==> config.mk <==
export PLATFORM = sky130hd
export DESIGN_NAME = zoom_hdmi_pixel_out
export DESIGN_NICKNAME = d
export VERILOG_FILES = /design/src/rtl/zoom_hdmi_pkg.sv /design/src/rtl/zoom_hdmi_timing_cnt.sv /design/src/rtl/zoom_hdmi_pixel_out.sv
export SDC_FILE = /design/constraint.sdc
export NUM_CORES = 1
export LEC_CHECK = 0
export CORE_UTILIZATION = 52
export CTS_CLUSTER_SIZE = 28
export DETAILED_ROUTE_END_ITERATION = 10
export GPL_ROUTABILITY_DRIVEN = 1
export PLACE_DENSITY_LB_ADDON = 0.2
export SLEW_MARGIN = 40
export SYNTH_ARGS = -nofsm -noshare
export SYNTH_HDL_FRONTEND = slang
export SYNTH_HIERARCHICAL = 1
export SYNTH_SLANG_ARGS = --single-unit
export TNS_END_PERCENT = 5
==> constraint.sdc <==
create_clock -name clk -period 7 [get_ports clk]
set_input_delay 1.4 -clock clk [delete_from_list [all_inputs] [get_ports clk]]
set_output_delay 1.4 -clock clk [all_outputs]
set_load 0.02 [all_outputs]
==> src/rtl/zoom_hdmi_pkg.sv <==
// Shared types and default 720p timing for the zoom-to-HDMI pixel output path.
package zoom_hdmi_pkg;

    typedef enum logic [1:0] {
        ST_IDLE   = 2'd0,
        ST_RUN    = 2'd1,
        ST_RESYNC = 2'd2
    } state_e;

    localparam int DEF_DATA_WIDTH = 24;
    localparam int DEF_H_ACTIVE   = 1280;
    localparam int DEF_H_FP       = 110;
    localparam int DEF_H_SYNC     = 40;
    localparam int DEF_H_BP       = 220;
    localparam int DEF_V_ACTIVE   = 720;
    localparam int DEF_V_FP       = 5;
    localparam int DEF_V_SYNC     = 5;
    localparam int DEF_V_BP       = 20;

    // Total period of one axis: active region plus both porches and sync.
    function automatic int timingTotal(input int active, input int fp,
                                       input int sync, input int bp);
        return active + fp + sync + bp;
    endfunction

endpackage

==> src/rtl/zoom_hdmi_timing_cnt.sv <==
// Horizontal/vertical raster counters and the combinational timing decode.
// Raster order on both axes is active, front porch, sync, back porch.
module zoom_hdmi_timing_cnt
    import zoom_hdmi_pkg::*;
#(
    parameter int H_ACTIVE = DEF_H_ACTIVE,
    parameter int H_FP     = DEF_H_FP,
    parameter int H_SYNC   = DEF_H_SYNC,
    parameter int H_BP     = DEF_H_BP,
    parameter int V_ACTIVE = DEF_V_ACTIVE,
    parameter int V_FP     = DEF_V_FP,
    parameter int V_SYNC   = DEF_V_SYNC,
    parameter int V_BP     = DEF_V_BP
) (
    input  logic clk,
    input  logic rst,
    input  logic run_i,
    input  logic load_i,
    output logic act_o,
    output logic hsRaw_o,
    output logic vsRaw_o,
    output logic frameEnd_o,
    output logic bpStart_o
);

    localparam int H_TOTAL = timingTotal(H_ACTIVE, H_FP, H_SYNC, H_BP);
    localparam int V_TOTAL = timingTotal(V_ACTIVE, V_FP, V_SYNC, V_BP);
    localparam int HW      = $clog2(H_TOTAL);
    localparam int VW      = $clog2(V_TOTAL);

    localparam logic [HW-1:0] H_ACT_C  = HW'(H_ACTIVE);
    localparam logic [HW-1:0] H_SS_C   = HW'(H_ACTIVE + H_FP);
    localparam logic [HW-1:0] H_SE_C   = HW'(H_ACTIVE + H_FP + H_SYNC);
    localparam logic [HW-1:0] H_LAST_C = HW'(H_TOTAL - 1);
    localparam logic [VW-1:0] V_ACT_C  = VW'(V_ACTIVE);
    localparam logic [VW-1:0] V_SS_C   = VW'(V_ACTIVE + V_FP);
    localparam logic [VW-1:0] V_SE_C   = VW'(V_ACTIVE + V_FP + V_SYNC);
    localparam logic [VW-1:0] V_LAST_C = VW'(V_TOTAL - 1);

    logic [HW-1:0] hCnt_q, hCnt_d;
    logic [VW-1:0] vCnt_q, vCnt_d;

    // Next counter values: a start loads the top of vertical blank, idle parks at zero.
    always_comb begin
        hCnt_d = hCnt_q;
        vCnt_d = vCnt_q;
        if (load_i) begin
            hCnt_d = '0;
            vCnt_d = V_ACT_C;
        end else if (!run_i) begin
            hCnt_d = '0;
            vCnt_d = '0;
        end else if (hCnt_q == H_LAST_C) begin
            hCnt_d = '0;
            vCnt_d = (vCnt_q == V_LAST_C) ? '0 : vCnt_q + 1'b1;
        end else begin
            hCnt_d = hCnt_q + 1'b1;
        end
    end

    // Counter registers.
    always_ff @(posedge clk) begin
        if (rst) begin
            hCnt_q <= '0;
            vCnt_q <= '0;
        end else begin
            hCnt_q <= hCnt_d;
            vCnt_q <= vCnt_d;
        end
    end

    assign act_o      = (hCnt_q < H_ACT_C) && (vCnt_q < V_ACT_C);
    assign hsRaw_o    = (hCnt_q >= H_SS_C) && (hCnt_q < H_SE_C);
    assign vsRaw_o    = (vCnt_q >= V_SS_C) && (vCnt_q < V_SE_C);
    assign frameEnd_o = (hCnt_q == H_LAST_C) && (vCnt_q == V_LAST_C);
    assign bpStart_o  = (hCnt_q == '0) && (vCnt_q == V_SE_C);

endmodule

==> src/rtl/zoom_hdmi_pixel_out.sv <==
// HDMI pixel sink: generates video timing, pops the show-ahead prefetch FIFO once
// per active pixel, and blanks the rest of a frame after an underflow.
module zoom_hdmi_pixel_out
    import zoom_hdmi_pkg::*;
#(
    parameter int DATA_WIDTH = DEF_DATA_WIDTH,
    parameter int H_ACTIVE   = DEF_H_ACTIVE,
    parameter int H_FP       = DEF_H_FP,
    parameter int H_SYNC     = DEF_H_SYNC,
    parameter int H_BP       = DEF_H_BP,
    parameter int V_ACTIVE   = DEF_V_ACTIVE,
    parameter int V_FP       = DEF_V_FP,
    parameter int V_SYNC     = DEF_V_SYNC,
    parameter int V_BP       = DEF_V_BP,
    parameter int HS_POL     = 1,
    parameter int VS_POL     = 1
) (
    input  logic                  clk,
    input  logic                  rst,
    input  logic                  en,
    input  logic [DATA_WIDTH-1:0] fifo_rd_data,
    input  logic                  fifo_rd_vld,
    output logic                  fifo_rd_en,
    output logic                  frame_start,
    output logic                  underflow,
    output logic                  underflow_sticky,
    output logic [DATA_WIDTH-1:0] vid_data,
    output logic                  vid_hs,
    output logic                  vid_vs,
    output logic                  vid_de
);

    localparam logic HS_ON = (HS_POL != 0);
    localparam logic VS_ON = (VS_POL != 0);

    state_e state_q, state_d;

    logic act, hsRaw, vsRaw, frameEnd, bpStart;
    logic running, startRun, underflowEvt;

    logic [DATA_WIDTH-1:0] vidData_q;
    logic                  vidHs_q, vidVs_q, vidDe_q;
    logic                  underflow_q, sticky_q;

    assign running      = (state_q != ST_IDLE);
    assign startRun     = (state_q == ST_IDLE) && en;
    assign underflowEvt = (state_q == ST_RUN) && act && !fifo_rd_vld;

    zoom_hdmi_timing_cnt #(
        .H_ACTIVE (H_ACTIVE),
        .H_FP     (H_FP),
        .H_SYNC   (H_SYNC),
        .H_BP     (H_BP),
        .V_ACTIVE (V_ACTIVE),
        .V_FP     (V_FP),
        .V_SYNC   (V_SYNC),
        .V_BP     (V_BP)
    ) uTiming (
        .clk        (clk),
        .rst        (rst),
        .run_i      (running),
        .load_i     (startRun),
        .act_o      (act),
        .hsRaw_o    (hsRaw),
        .vsRaw_o    (vsRaw),
        .frameEnd_o (frameEnd),
        .bpStart_o  (bpStart)
    );

    // Next state: underflow drops to RESYNC until frame end; en only matters at frame boundaries.
    always_comb begin
        state_d = state_q;
        case (state_q)
            ST_IDLE: begin
                if (en) state_d = ST_RUN;
            end
            ST_RUN: begin
                if (underflowEvt)         state_d = ST_RESYNC;
                else if (frameEnd && !en) state_d = ST_IDLE;
            end
            ST_RESYNC: begin
                if (frameEnd) state_d = en ? ST_RUN : ST_IDLE;
            end
            default: state_d = ST_IDLE;
        endcase
    end

    // FIFO pop request: one per active pixel while running, continuous drain while resyncing.
    always_comb begin
        fifo_rd_en = 1'b0;
        case (state_q)
            ST_RUN:    fifo_rd_en = act;
            ST_RESYNC: fifo_rd_en = fifo_rd_vld;
            default:   fifo_rd_en = 1'b0;
        endcase
    end

    // State, registered video outputs and underflow flags.
    always_ff @(posedge clk) begin
        if (rst) begin
            state_q     <= ST_IDLE;
            vidData_q   <= '0;
            vidDe_q     <= 1'b0;
            vidHs_q     <= ~HS_ON;
            vidVs_q     <= ~VS_ON;
            underflow_q <= 1'b0;
            sticky_q    <= 1'b0;
        end else begin
            state_q     <= state_d;
            vidDe_q     <= running && act;
            vidData_q   <= ((state_q == ST_RUN) && act && fifo_rd_vld) ? fifo_rd_data : '0;
            vidHs_q     <= running ? ~(hsRaw ^ HS_ON) : ~HS_ON;
            vidVs_q     <= running ? ~(vsRaw ^ VS_ON) : ~VS_ON;
            underflow_q <= underflowEvt;
            sticky_q    <= sticky_q || underflowEvt;
        end
    end

    assign frame_start      = running && bpStart;
    assign underflow        = underflow_q;
    assign underflow_sticky = sticky_q;
    assign vid_data         = vidData_q;
    assign vid_hs           = vidHs_q;
    assign vid_vs           = vidVs_q;
    assign vid_de           = vidDe_q;

endmodule

* After elaboration in Yosys (flattened, before gate mapping)
Cells that the tools add are included.
** Storage, ports and cells
- Output and inout bits :: 31
- Logic and storage cells :: 63
- Bits in registers :: 52
- Bits of input ports :: 28
** Operators by class
- Muxes and demuxes :: 11
- Reductions and logical operators :: 23
- Magnitude comparators :: 6
- Equality and inequality tests :: 9
- Add/sub/neg operators :: 2
- Bitwise logic cells :: 2
** Operator list (count)
- 2-to-1 mux 10 bit :: 4
- less-than comparator 11 bit (second input constant) :: 2
- equality test 10 bit (second input constant) :: 2
- less-than comparator 10 bit (second input constant) :: 2
- logical AND 1 bit :: 12
- adder 11 x 1 -> 11 bit (second input constant) :: 1
- equality test 11 bit (second input constant) :: 1
- greater-or-equal comparator 11 bit (second input constant) :: 1
- zero test 11 bit :: 1
- adder 10 x 1 -> 10 bit (second input constant) :: 1
- greater-or-equal comparator 10 bit (second input constant) :: 1
- 2-to-1 mux 2 bit :: 4
- one-hot mux 2 bit (3 select lines) :: 1
- inequality test 2 bit (second input constant) :: 2
- OR reduction 2 bit :: 2
- OR reduction 4 bit :: 1
- inequality test 3 x 1 -> 1 bit (second input constant) :: 1
- inequality test 3 bit (second input constant) :: 1
- AND reduction 3 bit :: 1
- OR reduction 3 bit :: 1
- equality test 2 x 1 -> 1 bit (second input constant) :: 1
- equality test 2 bit (second input constant) :: 1
- zero test 1 bit :: 2
- zero test 2 bit :: 1
- other kinds (5) :: 6

* Longest topological paths before layout
Gate-level depths: netlist of run 1.
- Depth after elaboration :: 6
- Gate-level depth with buffers :: 10
- Depth with buffers taken out :: 9

* Hierarchy
Netlist of run 1, hierarchy kept.
** Modules (own cells, without submodules)
- zoom_hdmi_timing_cnt :: times used 1, cells an instance 165, area an instance 1303.8 µm², seq. area each 420.4 µm²
- zoom_hdmi_pixel_out :: times used 1, cells an instance 89, area an instance 988.4 µm², seq. area each 620.6 µm²

* Worst setup path after synthesis of run 1
No wires, ideal clock.
- Path kind :: input -> output
- Start :: in fifo_rd_vld
- End :: out fifo_rd_en
- Path buffers :: 0
- Arrival time :: 1.943 ns
- Slack :: 3.657 ns
- Stages :: 2
- Required time :: 5.600 ns
- Cells stage by stage :: nand2_1 > a21boi_0
** Between the ends
- Word-level cells in the longest chain between the ends :: 1
** RTL lines
- start: declaration :: line zoom_hdmi_pixel_out.sv:22 : input logic fifo_rd_vld,
- one-hot mux 1 bit (2 select lines) :: line zoom_hdmi_pixel_out.sv:91 : case (state_q)
- end: declaration :: line zoom_hdmi_pixel_out.sv:23 : output logic fifo_rd_en,
Every way passes these cells.

* Final worst setup path of run 1
Ends and elaborated chain as after synthesis.

==> metrics.md, run 1 <==
| Metric | Value |
|---|---|
| Die area | `between 4000 and 5000 µm²` |
| Avg Cell Area, Syn | `9.02 µm²` |
| IO Pins | `around 60` |
| Crit Path Category | `in2out` |
| Antenna diodes | `0` |
| Dpl hpwl | `slightly below 4 mm` |
| Post-synthesis xor/xnor area fraction | `3.44%` |
| Clock latency on the worst-skew pair | `0.31 ns` |
| CP top delay family | `buffers and inverters` |
| Starting Density | `55.7%` |
| Largest family of logic cells by synthesized area | `simple AND/OR/NAND/NOR gates` |
| Via density | `5.46` |
| # Max-Cap Violations | `0` |
| Chip height | `68.4 µm` |
| # DRC | `0` |
| Synth top area cells | `dfxtp_1 45%, and2_1 7.6%, ha_1 5.5%` |
| Slew Limit Fails | `0` |
| Compound-Gate Fraction of Synth Area | `10.5%` |
| Slowest-stage cell, CP | `clkdlybuf4s50_1` |
| Core Area | `4120 µm²` |
| Syn_nets | `between 200 and 300` |
| Worst path bufs/invs | `2` |
| Maximum vdd drop | `around 140 µV` |
| Cell Pwr Density | `179 nW/µm²` |
| Critical path's most frequent cell | `clkdlybuf4s50_1` |
| Clock tree buffer depth | `2` |
| Overflow after GRT | `0` |
| Setup Skew | `0.0131 ns` |
| Psw | `0.131 mW` |
| Synth warn | `6` |
| Max stage delay on crit path | `0.64 ns` |
| Worst Max-Slew Pin Slew | `0.710 ns` |
| Pleak | `1.10 nW` |
| Final non-filler cell total | `~360` |
| Final Hold Viols | `0` |
| Max frequency | `roughly 240 MHz` |
| Clock transition at path regs | `about 0.10 ns` |
| Tmin final | `4.19 ns` |
| Total Nets Final | `350` |
| Antenna Nets Post-Route | `0` |
| Synth Cell Area | `2290 µm²` |
| Synthesis-to-layout area growth | `30.8%` |
| Type of element capturing the critical path | `output port` |
| Stages on the worst setup path | `4` |
| CTS H-tree depth | `2` |
| Routed wire length | `5.13 mm` |
| Post-synth EDFFs | `0` |
| # fillers | `322` |
| RSZ-0062 raised after global routing | `false` |
| R2R depth | `8` |
| Root Driver | `clkbuf_8` |
| Port buffer count | `58` |
| CP Max Fanout | `4` |
| Post-synth top area share | `45.4%` |
| Share of cells above drive strength 1 | `5.75%` |
| R2R Setup Slk | `4.35 ns` |
| Crit path to | `fifo_rd_en` |
| Synthesized flop and latch total | `52` |
| Post-Synth Adder-Cell Area | `5.46%` |
| Mux cell area share after synthesis | `0.928%` |
| Overall power after layout | `0.537 mW` |
| Fraction of the mapped netlist area in simple logic gates | `between 30 and 40%` |
| Hold buffer count at CTS | `0` |
| Initial antenna violation count | `0` |
| Global-route wire length before repair | `7.78 mm` |
| Site Rows | `23` |
| Vias in the first global route | `1717` |
| Reg power frac | `57.8%` |
| All-layer global routing usage | `22.7%` |
| Combinational power share | `10.5%` |
| CP Data Required Time | `5.60 ns` |
| Drt first-iter violations | `200` |
| Setup TNS | `0 ns` |
| Worst Setup SP | `fifo_rd_vld` |
| Largest net degree at the start of global routing | `25` |
| Top FF cell, synth | `dfxtp_1` |
| CTS tree | `done` |
| Wire per inst | `14.1 µm` |
| Switching Share | `about a quarter` |
| Post-CTS Resized | `0` |
| Dpl cells | `355` |
| Worst-path cell chain | `clkdlybuf4s50_1 > nand2_1 > a21boi_0 > clkdlybuf4s50_1` |
| Seq/Total Area, Yosys | `45.4%` |
| Hold slack | `0.477 ns` |
| Critical R2R Capture | `state_q[0]` |
| Inserted Clock Buffers | `5` |
| Reg-to-Reg Start | `uTiming/hCnt_q[0]` |
| HP Class | `reg2reg` |
| Yosys cell types | `48` |
| Placer Congestion | `0.879` |
| Most common cell in the synthesized netlist | `dfxtp_1` |
| Via Count | `around 2000` |
| Max-slew headroom | `between 50% and 60%` |
| Critical Path Start Type | `input port` |
| Post-synth top cells | `52 x dfxtp_1, 28 x and2_1, 26 x nor2_1` |
| Sink Count | `52` |
| Final number of setup-violating endpoints | `0` |
| Internal power | `0.406 mW` |
| TritonRoute pass-1 iters | `4` |
| CP Data Arrival Time | `2.79 ns` |
| Final Cycle Share | `59.8%` |
| Clock power share | `31.7%` |
| Die X | `68.4 µm` |
| Status | `completed` |
| Cells after Synth | `254` |
| FFs w/ async S/R, synth | `0%` |
| Post-CTS Setup Repair Bufs | `0` |
| Area leader, netlist | `dfxtp_1` |
[cells by family (layout without fill, tap and decap cells)]
kind of cell    after synthesis  in the layout
xor+xnor                      9              9
flops                        52             52
compound gates               35             35
fa+ha+maj                    10             10
mux                           2              2
simple gates                124            124
buf+inv                      22             81
[power groups by stage]
stage / Combinational (mW) / Sequential (mW) / Clock (mW)
after floorplan: 0.0208 / 0.321 / 0
after global placement: 0.0548 / 0.316 / 0
after detailed placement: 0.0565 / 0.317 / 0
after CTS: 0.0569 / 0.310 / 0.177
after global routing: 0.0624 / 0.311 / 0.188
final: 0.0564 / 0.310 / 0.170
[routing by layer]
metal,wire length (µm),track usage (%),vias up
li1,-,-,993
met1,2160,27.8,927
met2,2670,37.6,56
met3,231,6.00,5
met4,56,8.85,0
met5,0,0,-
[area by class of cell]
type,instances,area (µm²),share of cell area (%)
multi-input combinational,180,1170,38.9
sequential,52,1040,34.7
timing repair buffer,58,581,19.4
clock buffer,5,68.8,2.30
tap,50,62.6,2.09
inverter,15,56.3,1.88
clock inverter,3,21.3,0.710
[worst reg2reg max path: cells and delay by family, from the launching register on]
| family | cells | cell delay, ns |
|---|---|---|
| simple gates | 4 | 1.49 |
| flops | 1 | 0.44 |
| compound gates | 2 | 0.40 |
| buf+inv | 1 | 0.09 |
| fa+ha+maj | 1 | 0.19 |
[placed cells by master, fill, tap and decap left out, drive strengths merged, types with 2 or more instances in the layout]
| master | n |
|---|---|
| nor2b | 3 |
| a311o | 2 |
| and2 | 28 |
| and3 | 7 |
| o21ai | 8 |
| a2111oi | 2 |
| nor3 | 8 |
| o31ai | 2 |
| a41oi | 3 |
| a21oi | 6 |
| nand4 | 6 |
| xor2 | 2 |
| clkdlybuf4s50 | 58 |
| dfxtp | 52 |
| inv | 16 |
| or3 | 5 |
| a31oi | 5 |
| and4b | 2 |
| nor2 | 26 |
| nand3 | 12 |
| and4 | 2 |
| nand2 | 14 |
| clkbuf | 5 |
| ha | 10 |
| nand2b | 4 |
| xnor2 | 7 |
| nand4b | 2 |
[worst min-delay path by stage]
stage / start / to / slack [ns] / cells past startpoint
2_1_floorplan: uTiming/hCnt_q[0] / uTiming/hCnt_q[0] / 0.46 / 1
3_3_place_gp: underflow_sticky / underflow_sticky / 0.46 / 2
3_5_place_dp: underflow_sticky / underflow_sticky / 0.47 / 2
4_1_cts: underflow_sticky / underflow_sticky / 0.48 / 2
5_1_grt: underflow_sticky / underflow_sticky / 0.50 / 2
6_report: underflow_sticky / underflow_sticky / 0.48 / 2
[metrics by stage]
step / utilization [%] / cell area, µm² / setup slack (ns)
floorplan: - / 2290 / 3.66
global placement: 70.5 / 2900 / 2.83
detailed placement: 70.7 / 2910 / 2.82
CTS: 72.8 / 3000 / 2.81
global route: 72.8 / 3000 / 2.75
finish: 72.8 / 3000 / 2.81
[sequential cells by signal, indices dropped and copies added, names as in the netlist]
name and flops:
state_q 2, uTiming/hCnt_q 11, vid_hs 1, underflow 1
vid_de 1, vid_vs 1, uTiming/vCnt_q 10, underflow_sticky 1
vid_data 24
Power figures use the tool's default switching activity.
==> run 2, diff against run 1 <==
--- a/config.mk
+++ b/config.mk
@@ -5,7 +5,7 @@
 export SDC_FILE = /design/constraint.sdc
 export NUM_CORES = 1
 export LEC_CHECK = 0
-export CORE_UTILIZATION = 52
+export CORE_UTILIZATION = 44
 export CTS_CLUSTER_SIZE = 28
 export DETAILED_ROUTE_END_ITERATION = 10
 export GPL_ROUTABILITY_DRIVEN = 1
==> constraint.sdc (replaced) <==
create_clock -name clk -period 3.6 [get_ports clk]
set_input_delay 0.72 -clock clk [delete_from_list [all_inputs] [get_ports clk]]
set_output_delay 0.72 -clock clk [all_outputs]
set_load 0.02 [all_outputs]
==> run 2 against run 1 <==
Net effect:
- combinational power is 93% higher
- highest routed layer unchanged
- largest power group unchanged
- critical path type is now reg2out
- largest cell class unchanged
- clock-buffer cell count is 1 higher
- clock skew is 0.0088 ns lower
==> metrics.md, run 2 (synthesis gave the netlist of run 1 again) <==
| Metric | Value |
|---|---|
| Most frequent cells in the layout | `58 x clkdlybuf4s50_1, 52 x dfxtp_1, 28 x and2_1` |
| Antenna Nets Post-Route | `0 (unchanged)` |
| Port buffer count | `58 (unchanged)` |
| Overflow after GRT | `0 (unchanged)` |
| Cell Pwr Density | `369 nW/µm² (+110%)` |
| Final Hold Viols | `0 (unchanged)` |
| Final number of setup-violating endpoints | `0 (unchanged)` |
| Core Area | `4880 µm² (+19%)` |
| # DRC | `0 (unchanged)` |
| CP Data Required Time | `2.88 ns (-2.72 ns)` |
| Initial antenna violation count | `0 (unchanged)` |
| Chip height | `74.2 µm (+8.5%)` |
| Post-CTS Setup Repair Bufs | `0 (unchanged)` |
| Finished Cell Area | `3060 µm² (+2.0%)` |
| Starting Density | `47.0% (-8.7 points)` |
| CP Max Fanout | `7 (+3)` |
| Slew Limit Fails | `0 (unchanged)` |
| IO Pins | `59 (unchanged)` |
| CTS tree | `done` |
| Post-CTS Resized | `0 (unchanged)` |
| Total Nets Final | `352 (+0.57%)` |
| Vias in the first global route | `1568 (-8.7%)` |
| Routed wire length | `5.02 mm (-2.0%)` |
| Type of element capturing the critical path | `output port` |
| Die X | `74.2 µm (+8.5%)` |
| Site Rows | `25 (+8.7%)` |
| Status | `completed` |
| HP Class | `reg2reg` |
| TritonRoute pass-1 iters | `5 (+1)` |
| Final Cycle Share | `around nine tenths` |
| Largest net degree at the start of global routing | `25 (unchanged)` |
| Dpl hpwl | `3.70 mm (-3.7%)` |
| Tmin final | `3.27 ns` |
| GR Util met3 | `4.07% (-1.9 points)` |
| Max-slew headroom | `49.0% (-3.3 points)` |
| Clock latency on the worst-skew pair | `0.30 ns (about the same)` |
| Storage cell area | `1040 µm² (unchanged)` |
| Inserted Clock Buffers | `5 (unchanged)` |
| Hold buffer count at CTS | `0 (unchanged)` |
| Met2 GRT Util | `28.1% (-9.5 points)` |
| Global-route wire length before repair | `7.51 mm (-3.5%)` |
| Synthesis-to-layout area growth | `33.5%` |
| Placer Congestion | `0.850 (-3.3%)` |
| CP Data Arrival Time | `2.55 ns (-0.24 ns)` |
| Maximum vdd drop | `326 µV (+130%)` |
| Crit Path Category | `reg2out` |
| All-layer global routing usage | `18.2% (-4.5 points)` |
| Die area | `5500 µm² (+18%)` |
| Sink Count | `52 (unchanged)` |
| Hold slack | `0.479 ns (+0.00261 ns)` |
| Setup TNS | `0 ns (unchanged)` |
| Max FFs per register | `24 (unchanged)` |
| Root Driver | `clkbuf_8` |
| Clock transition at path regs | `0.09 ns (about the same)` |
| # fillers | `438 (+36%)` |
| Critical Path Start Type | `flop` |
| RSZ-0062 raised after global routing | `false` |
| Share of cells above drive strength 1 | `6.35% (+0.60 points)` |
| Clock tree buffer depth | `2 (unchanged)` |
| Drt first-iter violations | `140 (-30%)` |
| # Max-Cap Violations | `0 (unchanged)` |
| Via density | `5.07 (-7.2%)` |
| Max frequency | `306 MHz` |
| Pleak | `1.12 nW (+2.0%)` |
| Footprint of the multi-input gates | `1160 µm² (-0.54%)` |
| Post-placement cell area | `2940 µm² (+1.0%)` |
| Met1 GRT Util | `24.6% (-3.2 points)` |
| CTS H-tree depth | `2 (unchanged)` |
| Antenna diodes | `0 (unchanged)` |
| Wire per inst | `13.1 µm (-6.9%)` |
| Via Count | `1935 (-2.3%)` |
| Worst Max-Slew Pin Slew | `0.759 ns (+0.0484 ns)` |
| Most common cell after layout, fill and taps aside | `clkdlybuf4s50_1` |
| Most Crowded Layer GR | `met2` |
| Setup Skew | `0.00435 ns (-0.00875 ns)` |
run 2: cell count changes in the layout (fill, tap and decap cells not counted), sizes merged:
cell | previous run | this run
clkinvlp | 1 | 0
bufinv | 0 | 1
inv | 16 | 15
clkbuf | 5 | 6
buf | 0 | 2
run 2: final timing paths:
| path | to | depth (start not counted) | slack, ns | start |
|---|---|---|---|---|
| setup / recovery | frame_start | 5 | 0.33 | uTiming/hCnt_q[3] |
| hold / removal | underflow_sticky | 2 | 0.48 | underflow_sticky |
| setup reg to reg | state_q[0] | 9 | 0.94 | uTiming/hCnt_q[1] |
| hold reg to reg | underflow_sticky | 2 | 0.48 | underflow_sticky |
run 2: worst max-delay path, cell delays in order, from the launching register on:
cell and delay [ns]:
dfxtp_1 0.38, or3_4 0.44, or4_2 0.54, nor3_1 0.13, nor2b_1 0.15, clkdlybuf4s50_1 0.61
run 2: cell type report:
class,count,share of cell area (%)
Multi-Input combinational cell,180,38.0
Sequential cell,52,34.0
Timing Repair Buffer,60,19.5
Tap cell,67,2.74
Clock buffer,6,2.70
Inverter,15,1.84
Clock inverter,2,1.27
run 2: routing by layer:
metal / up-vias / share of wire [%]
li1: 997 / -
met3: 4 / 3.6
met2: 42 / 50
met5: - / 0
met4: 0 / 1.1
met1: 892 / 46
run 2: power breakdown:
| group | internal [mW] | switching, mW |
|---|---|---|
| clock | 0.227 | 0.191 |
| sequential | 0.590 | 0.0123 |
| combinational | 0.0607 | 0.0478 |
run 2: per-stage QoR:
stage / util, % / total power, mW / std cells / setup WS (ns)
2_1_floorplan: - / 0.664 / 254 / 1.09
3_3_place_gp: 60.2 / 0.723 / 374 / 0.672
3_5_place_dp: 60.2 / 0.725 / 374 / 0.656
4_1_cts: 62.7 / 1.15 / 382 / 0.307
5_1_grt: 62.7 / 1.18 / 382 / 0.230
6_report: 62.7 / 1.13 / 382 / 0.330
